--- src/rtl/dht_bus_pkg.sv ---
// Shared constants and types for the multi-channel DHT sensor bus block:
// frame layout, register offsets and STATUS/CTRL bit positions.
package dht_bus_pkg;

    localparam int FRAME_W = 40;

    // Register offsets, selected by addr[3:2].
    localparam logic [1:0] REG_DATA   = 2'd0;
    localparam logic [1:0] REG_STATUS = 2'd1;
    localparam logic [1:0] REG_CTRL   = 2'd2;
    localparam logic [1:0] REG_PERIOD = 2'd3;

    // STATUS bit positions.
    localparam int STAT_VALID_BIT   = 0;
    localparam int STAT_CHK_ERR_BIT = 1;
    localparam int STAT_OVERRUN_BIT = 2;
    localparam int STAT_CHKSUM_LSB  = 8;
    localparam int STAT_COUNT_LSB   = 16;

    // CTRL bit positions.
    localparam int CTRL_EN_BIT     = 0;
    localparam int CTRL_IRQ_EN_BIT = 1;
    localparam int CTRL_TRIG_BIT   = 2;

    // One sensor frame as delivered on frame_data, MSB first.
    typedef struct packed {
        logic [7:0] hum_h;
        logic [7:0] hum_l;
        logic [7:0] tem_h;
        logic [7:0] tem_l;
        logic [7:0] chksum;
    } frame_t;

    // A frame is good when the four payload bytes sum (mod 256) to the checksum.
    function automatic logic frame_good(input frame_t f);
        logic [7:0] sum;
        sum = f.hum_h + f.hum_l + f.tem_h + f.tem_l;
        return sum == f.chksum;
    endfunction

endpackage

--- src/rtl/dht_bus_multi_if.sv ---
// Register bus between a host and the DHT sensor block.
interface dht_bus_multi_if;

    logic        cs;
    logic        wr;
    logic [31:0] addr;
    logic [31:0] wdata;
    logic [31:0] rdata;

    modport master (output cs, wr, addr, wdata, input rdata);
    modport slave  (input cs, wr, addr, wdata, output rdata);

endinterface

--- src/rtl/dht_bus_channel.sv ---
// One sensor channel: captures frames, holds DATA/STATUS/CTRL/PERIOD and
// runs the periodic / one-shot start_req generator.
module dht_bus_channel
    import dht_bus_pkg::*;
#(
    parameter int PERIOD_W = 27
) (
    input  logic        clk,
    input  logic        rst,
    input  logic        sel_i,
    input  logic        wr_i,
    input  logic [1:0]  reg_i,
    input  logic [31:0] wdata_i,
    input  frame_t      frame_i,
    input  logic        frame_valid_i,
    output logic [31:0] data_o,
    output logic [31:0] status_o,
    output logic [31:0] ctrl_o,
    output logic [31:0] period_o,
    output logic        start_req_o,
    output logic        irq_o
);

    logic [31:0]         data_q, data_d;
    logic                valid_q, valid_d;
    logic                chk_err_q, chk_err_d;
    logic                overrun_q, overrun_d;
    logic [7:0]          chk_byte_q, chk_byte_d;
    logic [15:0]         count_q, count_d;
    logic                en_q, en_d;
    logic                irq_en_q, irq_en_d;
    logic [PERIOD_W-1:0] period_q, period_d;
    logic [PERIOD_W-1:0] cnt_q, cnt_d;
    logic                start_q, start_d;

    logic wr_status, wr_ctrl, wr_period, rd_data;
    logic frame_ok, frame_bad, fire;
    logic unused_wdata;

    assign wr_status = sel_i && wr_i && (reg_i == REG_STATUS);
    assign wr_ctrl   = sel_i && wr_i && (reg_i == REG_CTRL);
    assign wr_period = sel_i && wr_i && (reg_i == REG_PERIOD);
    assign rd_data   = sel_i && !wr_i && (reg_i == REG_DATA);

    assign frame_ok  = frame_valid_i && frame_good(frame_i);
    assign frame_bad = frame_valid_i && !frame_good(frame_i);

    // The countdown reaches 1 only while running; that edge issues the pulse.
    assign fire = en_q && (period_q != '0) && (cnt_q == PERIOD_W'(1));

    assign unused_wdata = ^wdata_i;

    // Next-state: register writes, frame capture, status flags and countdown.
    always_comb begin
        // NOTE: every _d starts from its current value so no path can infer a latch.
        data_d     = data_q;
        valid_d    = valid_q;
        chk_err_d  = chk_err_q;
        overrun_d  = overrun_q;
        chk_byte_d = chk_byte_q;
        count_d    = count_q;
        en_d       = en_q;
        irq_en_d   = irq_en_q;
        period_d   = period_q;
        cnt_d      = cnt_q;

        if (frame_valid_i) chk_byte_d = frame_i.chksum;

        // A good frame sets valid even when the host reads DATA in the same cycle.
        if (frame_ok) begin
            data_d  = {frame_i.hum_h, frame_i.hum_l, frame_i.tem_h, frame_i.tem_l};
            valid_d = 1'b1;
            if (count_q != 16'hFFFF) count_d = count_q + 16'd1;
        end else if (rd_data) begin
            valid_d = 1'b0;
        end

        // Sticky flags: hardware set beats a same-cycle write-1-to-clear.
        if (frame_ok && valid_q && !rd_data)
            overrun_d = 1'b1;
        else if (wr_status && wdata_i[STAT_OVERRUN_BIT])
            overrun_d = 1'b0;

        if (frame_bad)
            chk_err_d = 1'b1;
        else if (wr_status && wdata_i[STAT_CHK_ERR_BIT])
            chk_err_d = 1'b0;

        if (wr_ctrl) begin
            en_d     = wdata_i[CTRL_EN_BIT];
            irq_en_d = wdata_i[CTRL_IRQ_EN_BIT];
        end

        if (wr_period) period_d = wdata_i[PERIOD_W-1:0];

        // Countdown parks at PERIOD while stopped, so enabling starts a full period.
        if (wr_period)
            cnt_d = wdata_i[PERIOD_W-1:0];
        else if (!en_q || (period_q == '0) || fire)
            cnt_d = period_q;
        else
            cnt_d = cnt_q - PERIOD_W'(1);

        // Periodic and one-shot requests merge into a single pulse.
        start_d = fire || (wr_ctrl && wdata_i[CTRL_TRIG_BIT]);
    end

    // State registers with synchronous reset; reset also drops a pending one-shot.
    always_ff @(posedge clk) begin
        // NOTE: non-blocking assignments keep all registers sampling pre-edge values.
        if (rst) begin
            data_q     <= '0;
            valid_q    <= 1'b0;
            chk_err_q  <= 1'b0;
            overrun_q  <= 1'b0;
            chk_byte_q <= '0;
            count_q    <= '0;
            en_q       <= 1'b0;
            irq_en_q   <= 1'b0;
            period_q   <= '0;
            cnt_q      <= '0;
            start_q    <= 1'b0;
        end else begin
            data_q     <= data_d;
            valid_q    <= valid_d;
            chk_err_q  <= chk_err_d;
            overrun_q  <= overrun_d;
            chk_byte_q <= chk_byte_d;
            count_q    <= count_d;
            en_q       <= en_d;
            irq_en_q   <= irq_en_d;
            period_q   <= period_d;
            cnt_q      <= cnt_d;
            start_q    <= start_d;
        end
    end

    assign data_o   = data_q;
    assign status_o = {count_q, chk_byte_q, 5'b0, overrun_q, chk_err_q, valid_q};
    assign ctrl_o   = {30'b0, irq_en_q, en_q};
    assign period_o = 32'(period_q);

    assign start_req_o = start_q;
    assign irq_o       = irq_en_q && (valid_q || chk_err_q || overrun_q);

endmodule

--- src/rtl/dht_bus_multi.sv ---
// Multi-channel DHT sensor register block: address decode, read mux and
// interrupt OR around NUM_CH independent channel instances.
module dht_bus_multi
    import dht_bus_pkg::*;
#(
    parameter int NUM_CH   = 2,
    parameter int PERIOD_W = 27
) (
    input  logic                      clk,
    input  logic                      rst,
    dht_bus_multi_if.slave            bus,
    input  logic [NUM_CH*FRAME_W-1:0] frame_data,
    input  logic [NUM_CH-1:0]         frame_valid,
    output logic [NUM_CH-1:0]         start_req,
    output logic                      irq
);

    logic [2:0]  ch_idx;
    logic [1:0]  reg_idx;
    logic [31:0] data_w   [NUM_CH];
    logic [31:0] status_w [NUM_CH];
    logic [31:0] ctrl_w   [NUM_CH];
    logic [31:0] period_w [NUM_CH];
    logic [NUM_CH-1:0] ch_irq;
    logic [31:0] rdata_mux;
    logic        unused_addr;

    assign ch_idx      = bus.addr[6:4];
    assign reg_idx     = bus.addr[3:2];
    assign unused_addr = ^{bus.addr[31:7], bus.addr[1:0]};

    generate
        for (genvar c = 0; c < NUM_CH; c++) begin : g_ch
            dht_bus_channel #(
                .PERIOD_W (PERIOD_W)
            ) u_channel (
                .clk           (clk),
                .rst           (rst),
                .sel_i         (bus.cs && (ch_idx == 3'(c))),
                .wr_i          (bus.wr),
                .reg_i         (reg_idx),
                .wdata_i       (bus.wdata),
                .frame_i       (frame_data[c*FRAME_W +: FRAME_W]),
                .frame_valid_i (frame_valid[c]),
                .data_o        (data_w[c]),
                .status_o      (status_w[c]),
                .ctrl_o        (ctrl_w[c]),
                .period_o      (period_w[c]),
                .start_req_o   (start_req[c]),
                .irq_o         (ch_irq[c])
            );
        end
    endgenerate

    // Read mux; channels that do not exist read as zero.
    always_comb begin
        rdata_mux = '0;
        for (int c = 0; c < NUM_CH; c++) begin
            if (ch_idx == 3'(c)) begin
                case (reg_idx)
                    REG_DATA:   rdata_mux = data_w[c];
                    REG_STATUS: rdata_mux = status_w[c];
                    REG_CTRL:   rdata_mux = ctrl_w[c];
                    default:    rdata_mux = period_w[c];
                endcase
            end
        end
    end

    assign bus.rdata = rdata_mux;
    assign irq       = |ch_irq;

endmodule

--- src/flat_wrapper.sv ---
// flat-port wrapper written by rule: the top's interface ports become plain ports
module dht_bus_multi_flat import dht_bus_pkg::*;
#(
    parameter int NUM_CH   = 2,
    parameter int PERIOD_W = 27
)
  (clk, rst, frame_data, frame_valid, start_req, irq, bus_cs, bus_wr, bus_addr, bus_wdata, bus_rdata);
  dht_bus_multi_if bus_i ();
  input  logic clk;
  input  logic rst;
  input  logic [NUM_CH*FRAME_W-1:0] frame_data;
  input  logic [NUM_CH-1:0] frame_valid;
  output logic [NUM_CH-1:0] start_req;
  output logic irq;
  input wire logic [$bits(bus_i.cs)-1:0] bus_cs;
  input wire logic [$bits(bus_i.wr)-1:0] bus_wr;
  input wire logic [$bits(bus_i.addr)-1:0] bus_addr;
  input wire logic [$bits(bus_i.wdata)-1:0] bus_wdata;
  output wire logic [$bits(bus_i.rdata)-1:0] bus_rdata;
  assign bus_i.cs = bus_cs;
  assign bus_i.wr = bus_wr;
  assign bus_i.addr = bus_addr;
  assign bus_i.wdata = bus_wdata;
  assign bus_rdata = bus_i.rdata;
  dht_bus_multi #(.NUM_CH(NUM_CH), .PERIOD_W(PERIOD_W)) u_core (.clk(clk), .rst(rst), .bus(bus_i), .frame_data(frame_data), .frame_valid(frame_valid), .start_req(start_req), .irq(irq));
endmodule
--- config.mk ---
export PLATFORM = sky130hd
export DESIGN_NAME = dht_bus_multi_flat
export DESIGN_NICKNAME = d
export VERILOG_FILES = /design/src/rtl/dht_bus_pkg.sv /design/src/rtl/dht_bus_multi_if.sv /design/src/rtl/dht_bus_channel.sv /design/src/rtl/dht_bus_multi.sv /design/src/flat_wrapper.sv
export SDC_FILE = /design/constraint.sdc
export NUM_CORES = 1
export LEC_CHECK = 0
export BUFFER_PORTS_ARGS = -buffer_cell sky130_fd_sc_hd__buf_2
export CORE_ASPECT_RATIO = 1.5
export CORE_MARGIN = 4
export CORE_UTILIZATION = 32
export CTS_BUF_LIST = sky130_fd_sc_hd__clkbuf_16
export CTS_CLUSTER_SIZE = 24
export DETAILED_ROUTE_END_ITERATION = 12
export PLACE_DENSITY = 0.52
export SETUP_SLACK_MARGIN = 0.02
export SLEW_MARGIN = 15
export SYNTH_ARGS = -nofsm -noshare
export SYNTH_HDL_FRONTEND = slang
export SYNTH_SLANG_ARGS = --single-unit
export TNS_END_PERCENT = 50
--- constraint.sdc ---
create_clock -name clk -period 10.4 [get_ports clk]
set_clock_uncertainty 0.2 [all_clocks]
set_input_delay 2.08 -clock clk [delete_from_list [all_inputs] [get_ports clk]]
set_output_delay 2.08 -clock clk [all_outputs]
set_load 0.01 [all_outputs]
==> metrics.md, run 1 <==
| Metric | Value |
|---|---|
| Critical path peak fanout | `50` |
| Hold Crit Depth | `2` |
| Drt initial violations | `824` |
| CP Data Arrival Time | `4.74 ns` |
| Hold path start | `u_core.g_ch[0].u_channel.data_o[8]` |
| R2r startpoint | `u_core.g_ch[1].u_channel.cnt_q[21]` |
| Worst Reg2Reg Path Length in Cells | `7` |
| Worst skew pair latency | `between 0.5 and 0.6 ns` |
| Top-Level Pins | `185` |
| Hold Path Sink | `u_core.g_ch[0].u_channel.data_o[8]` |
| Input/output buffers | `152` |
| Core footprint | `38,600 sq um` |
| Crit. End Element | `primary output` |
| Tot Pwr | `2.10 mW` |
| Area of the multi-input gates | `7480 sq um` |
| Fillers | `4,015` |
| CTS Root Cell | `clkbuf_16` |
| H-tree depth | `1` |
| Syn avg cell area | `8.52 sq um` |
| Fin Setup TNS | `0 ns` |
| CTS Hold Bufs | `0` |
| Post-DP HPWL | `33,100 um` |
| Critical Path RT | `roughly 8 ns` |
| Max Transition Viols Final | `0` |
| Crit path kind | `in -> out` |
| Die area | `between 40,000 and 50,000 sq um` |
| Area Growth Syn to Fin | `15.1%` |
| Max cap viols | `0` |
| Initial antenna violation count | `4` |
| Postcts setup bufs | `0` |
| Async S/R FF share, synth | `0` |
| CP max stage delay | `0.57 ns` |
| Drt total wl | `43,300 um` |
| Chip height | `roughly 250 um` |
| Seq/Total Area, Yosys | `0.369` |
| Via density | `5.35` |
| EDFF count, synth | `0` |
| DRT antenna net count | `0` |
| Clk sinks | `232` |
| TritonCTS clock tree | `built` |
| Number of global-route vias before repair | `about 11,000` |
| Crit share post-route | `0.675` |
| Fmax | `142 MHz` |
| FF-to-FF End | `u_core.g_ch[1].u_channel.cnt_q[14]` |
| CTS resizes | `0` |
| Largest net degree at the start of global routing | `97` |
| Distinct cells, synth | `61` |
| Cell Area, Synth | `12,600 sq um` |
| Run status | `completed` |
| CP top delay family | `buffers and inverters` |
| GP Congestion | `0.908` |
| Bufs and invs on worst path | `4` |
| Synth warn | `0` |
| Crit-path cells | `buf_4 > buf_4 > and2_1 > buf_4 > a22oi_1 > o22ai_1 > buf_2` |
| Final setup viols | `0` |
| CP max-delay cell | `buf_4` |
| Min-Delay Path Class | `reg -> reg` |
| Synth Flop Type | `dfxtp_1` |
| Via count | `11,202` |
| Final Hold Fails | `0` |
| TritonCTS Buffers | `25` |
| Syn_nets | `1,676` |
| Mapped Cells | `1,478` |
| Worst VDD drop | `between 90 and 100 uV` |
| Unrepaired setup endpoints after global routing | `no` |
| Leakage Power | `between 5 and 6 nW` |
| Site Rows | `88` |
| Final critical-path required period | `7.02 ns` |
| Rel. slew slack | `0.241` |
| Total track usage | `0.197` |
| PwrDens | `145 nW/um^2` |
| DRC | `0` |
| Fraction of layout cells with a size suffix above 1 | `0.140` |
| Initial Util | `0.326` |
| Setup crit start kind | `input port` |
| Avg WL per Cell | `20.7 um` |
| FF/Latch Area | `approximately 4600 sq um` |
| Worst slew pin tran | `~1.1 ns` |
| Maximum clock insertion buffer count | `3` |
| DRT Pass-1 Iters | `5` |
| Clock-pin slew on the worst setup and hold paths | `about 0.060 ns` |
| Die Wd | `170 um` |
| GR Overflow Total | `0` |
| Worst path most repeated cell | `buf_4` |
| Nets@finish | `roughly 1,800` |
| Reg2Reg Setup Slack | `7.43 ns` |
| FF+latch count, synth | `232` |
| First-pass GRT wire length | `65,900 um` |
## per-layer routing
metal | wire length, um | vias to the layer above | share of wire | track usage
li1 | - | 5424 | - | -
met2 | 21500 | 299 | 0.50 | 0.341
met3 | 2290 | 86 | 0.053 | 0.0283
met5 | 30 | - | 0.00069 | 0
met4 | 2110 | 6 | 0.049 | 0.0884
met1 | 17300 | 5387 | 0.40 | 0.242
## layout by cell type (no fill, tap or decap), types with 5 or more instances in the layout
cell type  synthesis  layout
a31oi_1            7       7
o22ai_1           39      39
and3_1            15      15
or3_1             14      14
nor4_1            23      23
nand4_1           10      10
nor2b_1           10      10
dfxtp_1          232     232
nand2_1          157     157
xnor2_1           48      48
o21ai_0           32      32
a21oi_1          159     159
clkbuf_16          0      25
nand2b_1          13      13
a22oi_1           10      10
o211ai_1          30      30
inv_1             32      37
nand3_1           38      38
clkinv_1           0       5
buf_4              2      15
fa_1              28      28
ha_1              20      20
xor2_1            32      32
mux2i_1          147     147
nor2_1           184     182
nor3_1            20      20
o31ai_1           10      10
buf_2             14     150
or4_1             13      13
a211o_1            6       6
## worst reg2reg max path: stages (launching register included)
cell	delay, ns
dfxtp_1	0.32
or4_1	0.60
nor4b_1	0.42
nand4b_1	0.17
o21ba_2	0.58
mux2i_1	0.28
o21ai_0	0.09
nor2b_1	0.14
## where the power goes
part | switching (mW) | total (mW) | internal [mW]
clock network | 0.376 | 0.859 | 0.484
logic | 0.200 | 0.336 | 0.136
registers | 0.00675 | 0.905 | 0.898
total | 0.583 | 2.10 | 1.52
## cell usage after synthesis (15+ instances only)
master,n,share of area
o21ai_0,32,0.013
xnor2_1,48,0.033
nor3_1,20,0.0079
dfxtp_1,232,0.37
fa_1,28,0.044
clkbuf_1,68,0.020
xor2_1,32,0.022
ha_1,20,0.020
a21oi_1,159,0.063
nor4_1,23,0.011
inv_1,32,0.0095
o22ai_1,39,0.019
nand2_1,157,0.047
nor2_1,184,0.055
mux2i_1,147,0.12
and3_1,15,0.0074
o211ai_1,30,0.018
nand3_1,38,0.015
## registers in the layout, summed over array words and instances, names as in the netlist
register,count
u_core.g_ch.u_channel.irq_en_q,2
u_core.g_ch.u_channel.overrun_q,2
u_core.g_ch.u_channel.count_q,32
u_core.g_ch.u_channel.chk_err_q,2
u_core.g_ch.u_channel.chk_byte_q,16
u_core.g_ch.u_channel.valid_q,2
u_core.g_ch.u_channel.en_q,2
u_core.g_ch.u_channel.cnt_q,54
u_core.g_ch.u_channel.period_q,54
u_core.g_ch.u_channel.data_o,64
u_core.g_ch.u_channel.start_req_o,2
## cell families (layout without fill, tap and decap cells)
kind of cell,Yosys count,after routing,share of synthesized area
compound gates,313,313,0.146
xor+xnor,82,82,0.0592
fa+ha+maj,48,48,0.0644
buf+inv,123,241,0.0392
flops,232,232,0.369
mux,157,157,0.129
other cells,0,1,0
simple gates,523,523,0.194
## through the flow
step	instances	hold slack, ns	util	setup slack, ns	area, sq um
after floorplan	1478	0.255	-	4.47	12600
after CTS	2091	0.295	0.375	3.40	14500
after global routing	2092	0.320	0.375	3.29	14500
final	2092	0.291	0.375	3.38	14500
after global placement	2048	0.272	0.355	3.34	13700
after detailed placement	2048	0.281	0.355	3.25	13700
## worst max-delay path by stage
stage / startpoint / end / cells after the start
after floorplan: frame_data[49] / u_core.g_ch[1].u_channel.count_q[15] / 14
after CTS: bus_addr[2] / bus_rdata[4] / 7
after detailed placement: frame_data[9] / u_core.g_ch[0].u_channel.count_q[7] / 15
after global placement: frame_data[9] / u_core.g_ch[0].u_channel.count_q[7] / 15
final: bus_addr[2] / bus_rdata[4] / 7
after global routing: bus_addr[2] / bus_rdata[4] / 7
## layout make-up
type	count	share of cell area
multi-input combinational	1123	0.516
sequential	232	0.320
clock buffer	25	0.0431
inverter	32	0.00828
tap	495	0.0427
timing repair buffer	166	0.0603
clock inverter	18	0.00941
antenna	1	0.000173
Note: power is estimated with default switching activity, not from simulation.
==> inputs of run 2 (changes only) <==
PLACE_DENSITY = 0.54   (was 0.52)
clock period = 6 ns   (was 10.4 ns; I/O delays follow)
==> run 2 against run 1 <==
Via count increased by 0.30%. Setup slack got worse by 2.5 ns. Non-clock buffer count increased by 6. First-iteration DRC count decreased by 1.9%. Utilization increased by 0.10 points. Clock-buffer cell count unchanged. Power increased by 71%. Hold slack improved by 0.0022 ns. Largest cell class unchanged. Die area unchanged. Critical path depth increased by 8. Largest power group unchanged. Combinational power increased by 75%.
==> metrics.md, run 2 (synthesis gave the netlist of run 1 again) <==
| Metric | Value |
|---|---|
| Via count | `11,236 (+0.30%)` |
| H-tree depth | `1 (unchanged)` |
| Post-DP HPWL | `32,800 um (-0.74%)` |
| Postcts setup bufs | `0 (unchanged)` |
| FF/Latch Area | `4640 sq um (unchanged)` |
| Worst skew pair latency | `0.53 ns (-0.02 ns)` |
| Final critical-path required period | `~5.1 ns` |
| Critical path peak fanout | `17 (-66%)` |
| CP Data Arrival Time | `5.39 ns (+0.65 ns)` |
| Avg WL per Cell | `20.3 um (-1.8%)` |
| Core Util, Final | `0.376 (+0.00100)` |
| Area of the multi-input gates | `7480 sq um (unchanged)` |
| Unrepaired setup endpoints after global routing | `no` |
| Maximum clock insertion buffer count | `3 (unchanged)` |
| CTS resizes | `0 (unchanged)` |
| Worst slew pin tran | `1.13 ns (-0.0123 ns)` |
| Rel. slew slack | `0.249 (+0.00819)` |
| Clock-pin slew on the worst setup and hold paths | `0.06 ns (about the same)` |
| Reg2Reg Setup Slack | `3.10 ns (-4.33 ns)` |
| Fin Setup TNS | `0 ns (unchanged)` |
| Worst VDD drop | `173 uV (+74%)` |
| Most frequent cells in the layout | `dfxtp_1, nor2_1, a21oi_1` |
| Hold Slack | `0.293 ns (+0.00216 ns)` |
| Final setup viols | `0 (unchanged)` |
| Crit path kind | `in -> reg` |
| Fmax | `195 MHz` |
| Initial Util | `0.326 (unchanged)` |
| Dpl cell area | `13,800 sq um (+0.51%)` |
| DRT Pass-1 Iters | `8 (+3)` |
| Setup crit start kind | `input port` |
| FF-to-FF End | `u_core.g_ch[1].u_channel.cnt_q[16]` |
| Initial antenna violation count | `3 (-1)` |
| TritonCTS clock tree | `built` |
| Worst Reg2Reg Path Length in Cells | `7 (unchanged)` |
| TritonCTS Buffers | `25 (unchanged)` |
| Chip height | `251 um (unchanged)` |
| Min-Delay Path Class | `reg -> reg` |
| Hold Crit Depth | `2 (unchanged)` |
| Via density | `5.36 (about the same)` |
| DRT antenna net count | `0 (unchanged)` |
| First-pass GRT wire length | `65,000 um (-1.4%)` |
| Drt initial violations | `808 (-1.9%)` |
| PwrDens | `247 nW/um^2 (+71%)` |
| Max cap viols | `0 (unchanged)` |
| Final Hold Fails | `0 (unchanged)` |
| Core footprint | `38,600 sq um (unchanged)` |
| Input/output buffers | `152 (unchanged)` |
| GP Congestion | `0.886 (-2.4%)` |
| Top-Level Pins | `185 (unchanged)` |
| Area Growth Syn to Fin | `15.4%` |
| Critical Path RT | `6.25 ns (-1.87 ns)` |
| Most common cell after layout, fill and taps aside | `dfxtp_1` |
| Largest net degree at the start of global routing | `107 (+10%)` |
| CTS Root Cell | `clkbuf_16` |
| Leakage Power | `5.52 nW (+0.64%)` |
| Number of global-route vias before repair | `11,005 (-0.036%)` |
| Crit share post-route | `0.856` |
| Worst setup margin | `0.863 ns (-2.51 ns)` |
| Fraction of layout cells with a size suffix above 1 | `0.144 (+0.00375)` |
| Clk sinks | `232 (unchanged)` |
| Max Transition Viols Final | `0 (unchanged)` |
| Total track usage | `0.194 (-0.00311)` |
| GR Overflow Total | `0 (unchanged)` |
| Place WS | `0.327 ns (-2.92 ns)` |
| Die Wd | `170 um (unchanged)` |
| Number of diodes | `0 (-1)` |
| Crit. End Element | `register` |
| Site Rows | `88 (unchanged)` |
| Hold Path Sink | `u_core.g_ch[0].u_channel.data_o[30]` |
| CTS Hold Bufs | `0 (unchanged)` |
| DRC | `0 (unchanged)` |
| Run status | `completed` |
| Max reg flops | `64 (unchanged)` |
| Die area | `42,700 sq um (unchanged)` |
| Final instance area | `14,500 sq um (+0.27%)` |
| Nets@finish | `1,784 (+0.34%)` |
| R2r startpoint | `u_core.g_ch[1].u_channel.cnt_q[19]` |
| Drt total wl | `42,600 um (-1.5%)` |
| Fillers | `4,013 (-0.050%)` |
| Hold path start | `u_core.g_ch[0].u_channel.data_o[30]` |
run 2: changes by cell type in the layout (fill, tap and decap cells not counted):
cell	delta
bufinv_16	-1
inv_6	-1
clkinv_2	+5
buf_12	+2
clkinvlp_4	-2
diode_2	-1
buf_4	+4
run 2: worst max path at each step:
stage / endpoint / slack (ns) / from
4_1_cts: u_core.g_ch[1].u_channel.count_q[5] / 0.87 / frame_data[49]
2_1_floorplan: u_core.g_ch[1].u_channel.count_q[15] / 0.95 / frame_data[49]
3_5_place_dp: u_core.g_ch[1].u_channel.count_q[5] / 0.33 / frame_data[49]
5_1_grt: u_core.g_ch[1].u_channel.count_q[3] / 0.63 / frame_data[49]
6_report: u_core.g_ch[1].u_channel.count_q[5] / 0.86 / frame_data[49]
3_3_place_gp: u_core.g_ch[1].u_channel.count_q[4] / 0.36 / frame_data[49]
run 2: critical path, cell delays in order:
cell and delay [ns]:
buf_2 0.12, fa_1 0.53, inv_1 0.06, fa_1 0.50
inv_1 0.04, ha_1 0.23, fa_1 0.42, a21o_1 0.17
a21oi_1 0.23, o21ai_1 0.14, xnor2_1 0.19, or4_1 0.78
buf_4 0.28, or3_1 0.34, a21oi_1 0.15
run 2: through the flow:
| stage | instances | power (mW) |
|---|---|---|
| after floorplan | 1478 | 2.01 |
| after global routing | 2098 | 3.74 |
| final | 2098 | 3.59 |
| after global placement | 2054 | 2.18 |
| after CTS | 2098 | 3.63 |
| after detailed placement | 2054 | 2.19 |
run 2: report_power, final:
group | leakage [nW] | total, mW | switching, mW | internal [mW]
logic | 3.26 | 0.587 | 0.348 | 0.239
registers | 1.87 | 1.57 | 0.0120 | 1.56
clock network | 0.388 | 1.44 | 0.644 | 0.794
run 2: layer usage:
layer | wire length [um] | track usage | vias up
li1 | - | - | 5432
met1 | 17600 | 0.245 | 5410
met2 | 21100 | 0.334 | 308
met3 | 2240 | 0.0277 | 80
met4 | 1660 | 0.0735 | 6
met5 | 34 | 0 | -
run 2: area by class of cell:
type | count | share of cell area
clock buffers | 25 | 0.0430
clock inverters | 19 | 0.00740
inverters | 32 | 0.00826
multi-input cells | 1123 | 0.514
flip-flops and latches | 232 | 0.319
well taps | 495 | 0.0426
repair buffers | 172 | 0.0650
